<file path="config.mk">
export PLATFORM = sky130hd
export DESIGN_NAME = game_flow_ctrl
export DESIGN_NICKNAME = d
export VERILOG_FILES = /design/src/rtl/game_pkg.sv /design/src/rtl/menu_cursor.sv /design/src/rtl/game_flow_ctrl.sv
export SDC_FILE = /design/constraint.sdc
export NUM_CORES = 1
export LEC_CHECK = 0
export BUFFER_PORTS_ARGS = -buffer_cell sky130_fd_sc_hd__buf_2
export CORE_MARGIN = 1.5
export CORE_UTILIZATION = 45
export DETAILED_ROUTE_END_ITERATION = 8
export GPL_ROUTABILITY_DRIVEN = 0
export PLACE_DENSITY = 0.78
export SYNTH_ARGS = -nofsm -noshare
export SYNTH_HDL_FRONTEND = slang
export SYNTH_HIERARCHICAL = 1
export SYNTH_SLANG_ARGS = --single-unit
</file>
<file path="constraint.sdc">
create_clock -name clk -period 3.25 [get_ports clk]
set_clock_uncertainty 0.2 [all_clocks]
set_input_delay 0.1625 -clock clk [delete_from_list [all_inputs] [get_ports clk]]
set_output_delay 0.1625 -clock clk [all_outputs]
set_load 0.1 [all_outputs]
</file>
<file path="src/rtl/game_pkg.sv">
// Shared encodings for the game-flow controller: screen states, stage tasks,
// menu sizes and small classification helpers.
package game_pkg;

    typedef enum logic [3:0] {
        S_TITLE    = 4'd0,
        S_STAFF    = 4'd1,
        S_STAGE1   = 4'd2,
        S_SUCCESS1 = 4'd3,
        S_STAGE2   = 4'd4,
        S_SUCCESS2 = 4'd5,
        S_STAGE3   = 4'd6,
        S_SUCCESS3 = 4'd7,
        S_FAIL     = 4'd8
    } state_e;

    typedef enum logic [1:0] {
        T_NONE       = 2'd0,
        T_FIND_KEY   = 2'd1,
        T_FIND_LIGHT = 2'd2,
        T_FIND_DOOR  = 2'd3
    } todo_e;

    localparam int TITLE_ITEMS   = 3;
    localparam int SUCCESS_ITEMS = 2;
    localparam int FAIL_ITEMS    = 2;
    localparam int SINGLE_ITEMS  = 1;

    localparam logic [1:0] LIFE_FULL   = 2'd3;
    localparam logic [1:0] KEYS_NEEDED = 2'd3;

    function automatic logic is_stage(state_e s);
        return (s == S_STAGE1) || (s == S_STAGE2) || (s == S_STAGE3);
    endfunction

    // Highest selectable cursor index on each screen.
    function automatic logic [1:0] cursor_max(state_e s);
        unique case (s)
            S_TITLE:                return 2'(TITLE_ITEMS - 1);
            S_SUCCESS1, S_SUCCESS2: return 2'(SUCCESS_ITEMS - 1);
            S_FAIL:                 return 2'(FAIL_ITEMS - 1);
            default:                return 2'(SINGLE_ITEMS - 1);
        endcase
    endfunction

endpackage

</file>
<file path="src/rtl/menu_cursor.sv">
// Saturating menu cursor: up/down step within [0, max], synchronous clear
// wins over movement, and simultaneous up+down cancel out.
module menu_cursor (
    input  logic       clk,
    input  logic       rst_n,
    input  logic       clear,
    input  logic       up,
    input  logic       down,
    input  logic [1:0] max,
    output logic [1:0] cursor
);

    // NOTE: sequential state uses non-blocking assignments so every register
    // samples pre-edge values regardless of block evaluation order.
    always_ff @(posedge clk or negedge rst_n) begin
        if (!rst_n) begin
            cursor <= 2'd0;
        end else if (clear) begin
            cursor <= 2'd0;
        end else if (up && !down && cursor != 2'd0) begin
            cursor <= cursor - 2'd1;
        end else if (down && !up && cursor < max) begin
            cursor <= cursor + 2'd1;
        end
    end

endmodule

</file>
<file path="src/rtl/game_flow_ctrl.sv">
// Top-level game-flow controller: screen FSM, per-stage task/key/life
// tracking, stage unlock mask and menu cursor, all outputs registered.
module game_flow_ctrl
    import game_pkg::*;
(
    input  logic       clk,
    input  logic       rst_n,
    input  logic       btn_up,
    input  logic       btn_down,
    input  logic       btn_sel,
    input  logic       ev_key,
    input  logic       ev_light,
    input  logic       ev_door,
    input  logic       ev_hit,
    output logic [3:0] state,
    output logic [1:0] todo,
    output logic [1:0] key_find,
    output logic [1:0] life,
    output logic [3:0] play_valid,
    output logic [1:0] cursor,
    output logic       stage_start
);

    state_e     state_q, state_d;
    todo_e      todo_q, todo_d;
    logic [1:0] key_q, key_d;
    logic [1:0] life_q, life_d;
    logic [3:0] pv_q, pv_d;
    logic       start_q, start_d;
    logic       in_stage;
    logic       state_change;

    assign in_stage     = is_stage(state_q);
    assign state_change = (state_d != state_q);

    // NOTE: every always_comb output gets a default first so no path leaves
    // a signal unassigned and infers a latch.
    always_comb begin
        state_d = state_q;
        todo_d  = todo_q;
        key_d   = key_q;
        life_d  = life_q;
        pv_d    = pv_q;
        start_d = 1'b0;

        if (in_stage) begin
            // Task decisions look at todo_q, so a key and the door in one
            // cycle cannot both count.
            if (ev_key && todo_q == T_FIND_KEY) begin
                key_d = key_q + 2'd1;
                if (key_q == KEYS_NEEDED - 2'd1) todo_d = T_FIND_DOOR;
            end
            if (ev_light && todo_q == T_FIND_LIGHT) todo_d = T_FIND_KEY;
            if (ev_door && todo_q == T_FIND_DOOR) begin
                unique case (state_q)
                    S_STAGE1: state_d = S_SUCCESS1;
                    S_STAGE2: state_d = S_SUCCESS2;
                    default:  state_d = S_SUCCESS3;
                endcase
            end
            // Applied last so a fatal hit overrides a same-cycle door.
            if (ev_hit && state_q == S_STAGE3 && life_q != 2'd0) begin
                life_d = life_q - 2'd1;
                if (life_q == 2'd1) state_d = S_FAIL;
            end
        end else if (btn_sel) begin
            unique case (state_q)
                S_TITLE: begin
                    if (pv_q[cursor + 2'd1]) begin
                        unique case (cursor)
                            2'd0:    state_d = S_STAGE1;
                            2'd1:    state_d = S_STAGE2;
                            default: state_d = S_STAGE3;
                        endcase
                    end
                end
                S_SUCCESS1: state_d = (cursor == 2'd0) ? S_STAGE2 : S_TITLE;
                S_SUCCESS2: state_d = (cursor == 2'd0) ? S_STAGE3 : S_TITLE;
                S_FAIL:     state_d = (cursor == 2'd0) ? S_STAGE3 : S_TITLE;
                S_SUCCESS3: state_d = S_STAFF;
                default:    state_d = S_TITLE;
            endcase
        end

        if (state_change && is_stage(state_d)) begin
            start_d = 1'b1;
            key_d   = 2'd0;
            life_d  = LIFE_FULL;
            todo_d  = (state_d == S_STAGE2) ? T_FIND_LIGHT : T_FIND_KEY;
        end else if (!is_stage(state_d)) begin
            todo_d = T_NONE;
        end

        if (state_d == S_SUCCESS1) pv_d[2] = 1'b1;
        if (state_d == S_SUCCESS2) pv_d[3] = 1'b1;
    end

    always_ff @(posedge clk or negedge rst_n) begin
        if (!rst_n) begin
            state_q <= S_TITLE;
            todo_q  <= T_NONE;
            key_q   <= 2'd0;
            life_q  <= LIFE_FULL;
            pv_q    <= 4'b0010;
            start_q <= 1'b0;
        end else begin
            state_q <= state_d;
            todo_q  <= todo_d;
            key_q   <= key_d;
            life_q  <= life_d;
            pv_q    <= pv_d;
            start_q <= start_d;
        end
    end

    // Buttons do nothing inside a stage; any screen change homes the cursor.
    menu_cursor u_cursor (
        .clk    (clk),
        .rst_n  (rst_n),
        .clear  (state_change),
        .up     (btn_up && !in_stage),
        .down   (btn_down && !in_stage),
        .max    (cursor_max(state_q)),
        .cursor (cursor)
    );

    assign state       = state_q;
    assign todo        = todo_q;
    assign key_find    = key_q;
    assign life        = life_q;
    assign play_valid  = pv_q;
    assign stage_start = start_q;

endmodule
</file>
==> results of run 1 <==
routing by layer:
metal,GRT usage (%),up-vias,part of all wire (%)
met5,0,-,0
met4,7.92,0,2.4
met3,3.01,10,6.5
met2,33.9,50,50
met1,25.4,499,41
li1,-,509,-
flip-flops by register name (all words and copies together) (netlist names):
name,cells
state,4
key_find,2
life,2
play_valid,2
todo,2
u_cursor/cursor,2
stage_start,1
cells in the final DEF (no fill, tap or decap), types with 2 or more instances in the layout:
master	Yosys	layout
xnor2_1	3	3
and2_1	4	4
clkbuf_4	0	3
buf_2	3	23
o21ai_0	5	5
dfrtp_2	0	2
o2111ai_1	2	2
nor2_1	7	7
a31oi_1	2	2
dlygate4sd3_1	0	2
inv_1	12	12
or4b_1	2	2
conb_1	2	2
a21oi_1	2	2
nand3_1	4	4
nand4b_1	5	5
dfrtp_1	13	11
nor3_1	2	2
nor2b_1	4	4
dfstp_2	2	2
ha_1	7	7
nand2_1	10	10
nand2b_1	5	5
or4b_4	2	2
repair_timing:
action,4_1_cts,5_1_grt
endpoints found under the hold margin,16,0
gates resized for setup,0,0
hold buffers,2,0
final cells by class:
class / instances / share of cell area (%)
well taps: 30 / 2.80
repair buffers: 25 / 10.1
multi-input cells: 96 / 53.5
inverters: 12 / 3.36
clock buffers: 4 / 1.96
flip-flops and latches: 15 / 28.4
final timing paths:
| path | from | end | slack [ps] |
|---|---|---|---|
| max | state[2] | u_cursor/cursor[1] | 370 |
| min | rst_n | todo[0] | 100 |
| max reg2reg | state[2] | u_cursor/cursor[1] | 370 |
| min reg2reg | play_valid[2] | play_valid[2] | 280 |
| max in group asynchronous | rst_n | life[1] | 2440 |
| min in group clk | ev_light | todo[0] | 100 |
Yosys cell counts (3+ instances only):
cell	count
nand2_1	10
dfrtp_1	13
o21ai_0	5
nand3_1	4
buf_4	3
nor2_1	7
buf_2	3
inv_1	12
xnor2_1	3
nor2b_1	4
and2_1	4
ha_1	7
nand2b_1	5
nand4b_1	5
critical path, stage by stage, from the launching register on:
cell and delay (ps):
dfrtp_1 550, or2_1 320, and2_1 220, and4_1 280, nor3_1 340, and2_4 240
inv_1 60, or4b_1 520, nand3_1 90
power by group through the flow:
| stage | registers (mW) | logic (mW) | clock network (mW) |
|---|---|---|---|
| 6_report | 0.341 | 0.854 | 0.109 |
| 5_1_grt | 0.352 | 0.913 | 0.120 |
| 4_1_cts | 0.339 | 0.855 | 0.109 |
| 3_5_place_dp | 0.344 | 0.847 | 0 |
| 3_3_place_gp | 0.336 | 0.833 | 0 |
| 2_1_floorplan | 0.701 | 0.362 | 0 |
through the flow:
stage               instance area [um2]  util, %  hold slack (ps)
floorplan                          1180        -             -333
global placement                   1290     52.3             -117
detailed placement                 1290     52.3             -106
CTS                                1340     54.1              107
global route                       1340     54.1              115
finish                             1340     54.1             95.4
cells by family (layout without fill, tap and decap cells):
family | Yosys count | in the layout | share of synthesized area, %
and+or+nand+nor | 58 | 58 | 32.4
AOI/OAI and AO/OA | 26 | 26 | 18.0
buffers and inverters | 19 | 41 | 7.31
DFF | 15 | 15 | 32.0
adders and majority gates | 7 | 7 | 7.41
xor gates and xnor gates | 3 | 3 | 2.22
other | 2 | 2 | 0.636
==> impl_results.rst, run 1 <==
.. list-table::
   :header-rows: 1

   * - Metric
     - Value
   * - Die Footprint
     - 2940 um2
   * - Worst-case vdd ir drop
     - 0.000662 V
   * - Per-instance average area after synthesis
     - 9.09 um2
   * - Detailed router's first-iteration violation count
     - 15
   * - Die Width
     - 54.2 um
   * - Final non-filler cell total
     - 182
   * - Total setup violations reported at the end of the flow
     - 0
   * - Via count
     - 1068
   * - Post-CTS Setup Repair Bufs
     - 0
   * - Netlist area before placement
     - 1180 um2
   * - Internal Pwr Total
     - 0.515 mW
   * - Antenna cells
     - 0
   * - Share of flip-flops with an asynchronous set or reset after synthesis
     - 100%
   * - Number of enable-type register cells in the synthesized netlist
     - 0
   * - Status
     - finished clean
   * - Layout-stage area growth over the synthesis result
     - 13.6%
   * - Starting density of the core
     - between 40% and 50%
   * - Ratio of final minimum period to clock period
     - 88.5%
   * - Number of antenna violations at the first check in global routing
     - 0
   * - Max Cap Viol
     - 0
   * - Largest net degree at the start of global routing
     - 16
   * - Number of optimization iterations in the first detailed-route pass
     - 5
   * - Vias in the first global route
     - 999
   * - Arrival time worst endpoint
     - 2910 ps
   * - Post-synthesis cell type count
     - 51
   * - Residual overflow from global routing
     - 0
   * - I/O pin count
     - 26
   * - Final routed wire length divided by cell count
     - 14.8 um
   * - Post-layout worst setup margin
     - about 370 ps
   * - Largest cells by area after synthesis
     - dfrtp_1, ha_1, dfstp_2
   * - Aggregate routed wire length
     - 2700 um
   * - Summed negative setup slack over all endpoints
     - 0 ps
   * - TritonCTS sink count
     - 15
   * - Clock network power share
     - 8.4%
   * - Wire length of the first global-routing pass
     - 4350 um
   * - Data required time of the critical path
     - 3280 ps
   * - Fmax
     - 348 MHz
   * - Start-to-end type of the worst setup path
     - reg -> reg
   * - Minimum clock period after layout
     - 2880 ps
   * - Power per Cell Area
     - 972 nW/um2
   * - DRC errors left
     - 0
   * - Area of the multi-input gates
     - 717 um2
   * - Number of antenna-violating nets in the routed design
     - 0
   * - Clock tree from TritonCTS
     - yes
   * - Filler Cells Inserted
     - 246
   * - Via-per-instance ratio
     - ~5.9
   * - Fin. Hold Viols
     - 0
   * - Synth top area share
     - 27.5%
   * - Number of CTS-inserted buffers
     - 3
   * - Crit end category
     - register
   * - Layout cell share with drive strength beyond 1
     - 27.6%
   * - Switch share
     - 60.5%
   * - Hold crit path type
     - in -> async
   * - Yosys Warn Count
     - 6
   * - Net count, final
     - 169
   * - Cell at the root of the clock tree
     - clkbuf_4
   * - Global-route usage over all layers
     - 20.0%
   * - Post-synthesis register bit count
     - 15
   * - Post-Place Worst Slack
     - roughly 470 ps
   * - Placed wire-length estimate after detailed placement
     - a little over 2000 um
   * - Synth area leader
     - dfrtp_1
   * - Port buffer count
     - 23
   * - Vertical die dimension
     - around 54 um
   * - Core Rows
     - 18
   * - # H-tree levels
     - 1
   * - Longest Clk Path Bufs
     - 2
   * - Worst Reg-to-Reg Cells
     - 8
   * - Total Power Consumption
     - roughly 1.3 mW
   * - Area used by sequential logic in the layout
     - 380 um2
   * - Share of total power in sequential cells
     - 26.2%
   * - Cells after DPL
     - ~180
   * - Syn nets
     - 146
   * - Placeable Area
     - 2480 um2
   * - Clock slew seen by the registers of the worst setup and hold paths
     - roughly 90 ps
   * - Most used flip-flop cell after synthesis
     - dfrtp_1
   * - Cell leakage power
     - 0.649 nW
   * - Gate count after technology mapping
     - 130
   * - Seq/Total Area, Yosys
     - 32.0%
   * - Gate power share
     - about two thirds
   * - Crit start category
     - register
   * - Clock network latency to the later pin of the worst-skew pair
     - between 200 and 300 ps
   * - Number of pins with negative max-slew slack in the final report
     - 0
   * - RSZ-0062 raised after global routing
     - false
   * - Critical path fanouts, max
     - 13
   * - Net switching power figure
     - 0.789 mW
Note: power is estimated with default switching activity, not from simulation.
==> run 2, diff against run 1 <==
Settings changed: CELL_PAD_IN_SITES_DETAIL_PLACEMENT from default to 0, CELL_PAD_IN_SITES_GLOBAL_PLACEMENT from default to 2, CORE_UTILIZATION 45 to 32, PLACE_DENSITY 0.78 to 0.88.
==> impl_results.rst, run 2 (synthesis gave the netlist of run 1 again) <==
.. list-table::
   :header-rows: 1

   * - Metric
     - Value
   * - Status
     - finished clean
   * - Port buffer count
     - 23
   * - Ratio of final minimum period to clock period
     - 85.2%
   * - Via-per-instance ratio
     - between 5 and 6
   * - Crit-path slowest cell
     - dfrtp_1
   * - CTS resizes
     - 0
   * - Delay of the slowest critical-path stage
     - about 530 ps
   * - Net count, final
     - 168
   * - Final routed wire length divided by cell count
     - 13.5 um
   * - Post-layout worst setup margin
     - 479 ps
   * - Number of pins with negative max-slew slack in the final report
     - 0
   * - Arrival time worst endpoint
     - 2750 ps
   * - Number of optimization iterations in the first detailed-route pass
     - 4
   * - Clock slew seen by the registers of the worst setup and hold paths
     - ~60 ps
   * - Core Rows
     - 21
   * - Aggregate routed wire length
     - between 2000 and 3000 um
   * - Total setup violations reported at the end of the flow
     - 0
   * - Global-route usage over all layers
     - between 10% and 20%
   * - Crit start category
     - register
   * - Fin. Hold Viols
     - 0
   * - Placeable Area
     - 3440 um2
   * - Max Cap Viol
     - 0
   * - Worst path cell trace
     - or2_1 > and2_1 > and4_1 > nor3_1 > and2_4 > inv_1 > or4b_1 > nand3_1
   * - Number of CTS-inserted buffers
     - 3
   * - Cell leakage power
     - 0.653 nW
   * - Fmax
     - around 360 MHz
   * - I/O pin count
     - 26
   * - Wire length of the first global-routing pass
     - 4560 um
   * - Cell at the root of the clock tree
     - clkbuf_8
   * - Antenna cells
     - 0
   * - Data required time of the critical path
     - approximately 3200 ps
   * - Most common library cell in the layout ignoring fill and taps
     - buf_2
   * - Placed wire-length estimate after detailed placement
     - 2100 um
   * - Vias in the first global route
     - between 900 and 1k
   * - Vertical die dimension
     - 63.8 um
   * - Longest Clk Path Bufs
     - 2
   * - Residual overflow from global routing
     - 0
   * - TritonCTS sink count
     - 15
   * - Largest net degree at the start of global routing
     - 16
   * - Layout-stage area growth over the synthesis result
     - 16.0%
   * - Power per Cell Area
     - between 900 and 1000 nW/um2
   * - Number of antenna-violating nets in the routed design
     - 0
   * - Starting density of the core
     - 34.3%
   * - Max reg flops
     - 4
   * - Commonest cells after routing, fill and taps aside
     - buf_2, inv_1, dfrtp_1, nand2_1
   * - Die Width
     - 63.8 um
   * - # H-tree levels
     - 1
   * - Worst-case vdd ir drop
     - 0.000267 V
   * - Start-to-end type of the worst setup path
     - reg -> reg
   * - Detailed router's first-iteration violation count
     - 51
   * - Die Footprint
     - 4060 um2
   * - Post-Place Worst Slack
     - between 500 and 600 ps
   * - Post-CTS Setup Repair Bufs
     - 0
   * - Layout cell share with drive strength beyond 1
     - 27.8%
   * - RSZ-0062 raised after global routing
     - false
   * - Critical path fanouts, max
     - 13
   * - Minimum clock period after layout
     - 2770 ps
   * - Clock network latency to the later pin of the worst-skew pair
     - 250 ps
   * - Filler Cells Inserted
     - 353
   * - Number of antenna violations at the first check in global routing
     - 0
   * - Via count
     - 1029
   * - Summed negative setup slack over all endpoints
     - 0 ps
   * - Hold crit path type
     - in -> reg
   * - DRC errors left
     - 0
   * - Clock tree from TritonCTS
     - yes
   * - Crit end category
     - register
run 2: cell types whose count changed in the layout (fill, tap and decap cells not counted), sizes merged:
cell / delta
dlygate4sd3: -1
run 2: stage by stage:
| stage | std cells | area, um2 | util (%) | hold WS, ps | power, mW |
|---|---|---|---|---|---|
| finish | 197 | 1370 | 39.8 | 10.4 | 1.35 |
| global route | 197 | 1370 | 39.8 | 63.5 | 1.44 |
| CTS | 197 | 1370 | 39.8 | 14.7 | 1.36 |
| detailed placement | 192 | 1320 | 38.2 | -97.5 | 1.20 |
| global placement | 192 | 1320 | 38.2 | -105 | 1.18 |
| floorplan | 130 | 1180 | - | -333 | 1.06 |
run 2: area by class of cell:
type                    instances  area [um2]  area share, %
clock buffers                   4        45.0           3.29
repair buffers                 24         125           9.13
inverters                      12        45.0           3.29
flip-flops and latches         15         380           27.8
multi-input cells              96         717           52.3
well taps                      46        57.6           4.20
run 2: where the power goes:
group	switching (mW)	internal (mW)
sequential	0.0884	0.252
clock	0.0652	0.0869
combinational	0.637	0.216
run 2: final timing paths:
| kind | start | end | slack, ps | cells after the start |
|---|---|---|---|---|
| worst min-delay path | btn_sel | state[3] | 10 | 2 |
| min in group asynchronous | rst_n | state[3] | 150 | 2 |
| worst max register to register | state[2] | u_cursor/cursor[1] | 480 | 8 |
| worst max-delay path | state[2] | u_cursor/cursor[1] | 480 | 8 |
| worst min register to register | play_valid[2] | play_valid[2] | 290 | 1 |
| max in group asynchronous | rst_n | life[1] | 2400 | 2 |
run 2: what timing repair did:
item,4_1_cts,5_1_grt
hold buffers,1,0
endpoints found under the setup margin,0,0
endpoints found under the hold margin,15,0
run 2: layer usage:
layer	routed length, um	up-vias	track usage (%)
met1	1240	482	19.5
met4	70	0	6.79
li1	-	510	-
met3	129	6	3.17
met5	0	-	0
met2	1230	31	21.8
run 2: worst max-delay path, delay by kind of cell (launching register included):
family	cells	cell delay, ps
simple gates	7	1910
flops	1	530
buf+inv	1	60
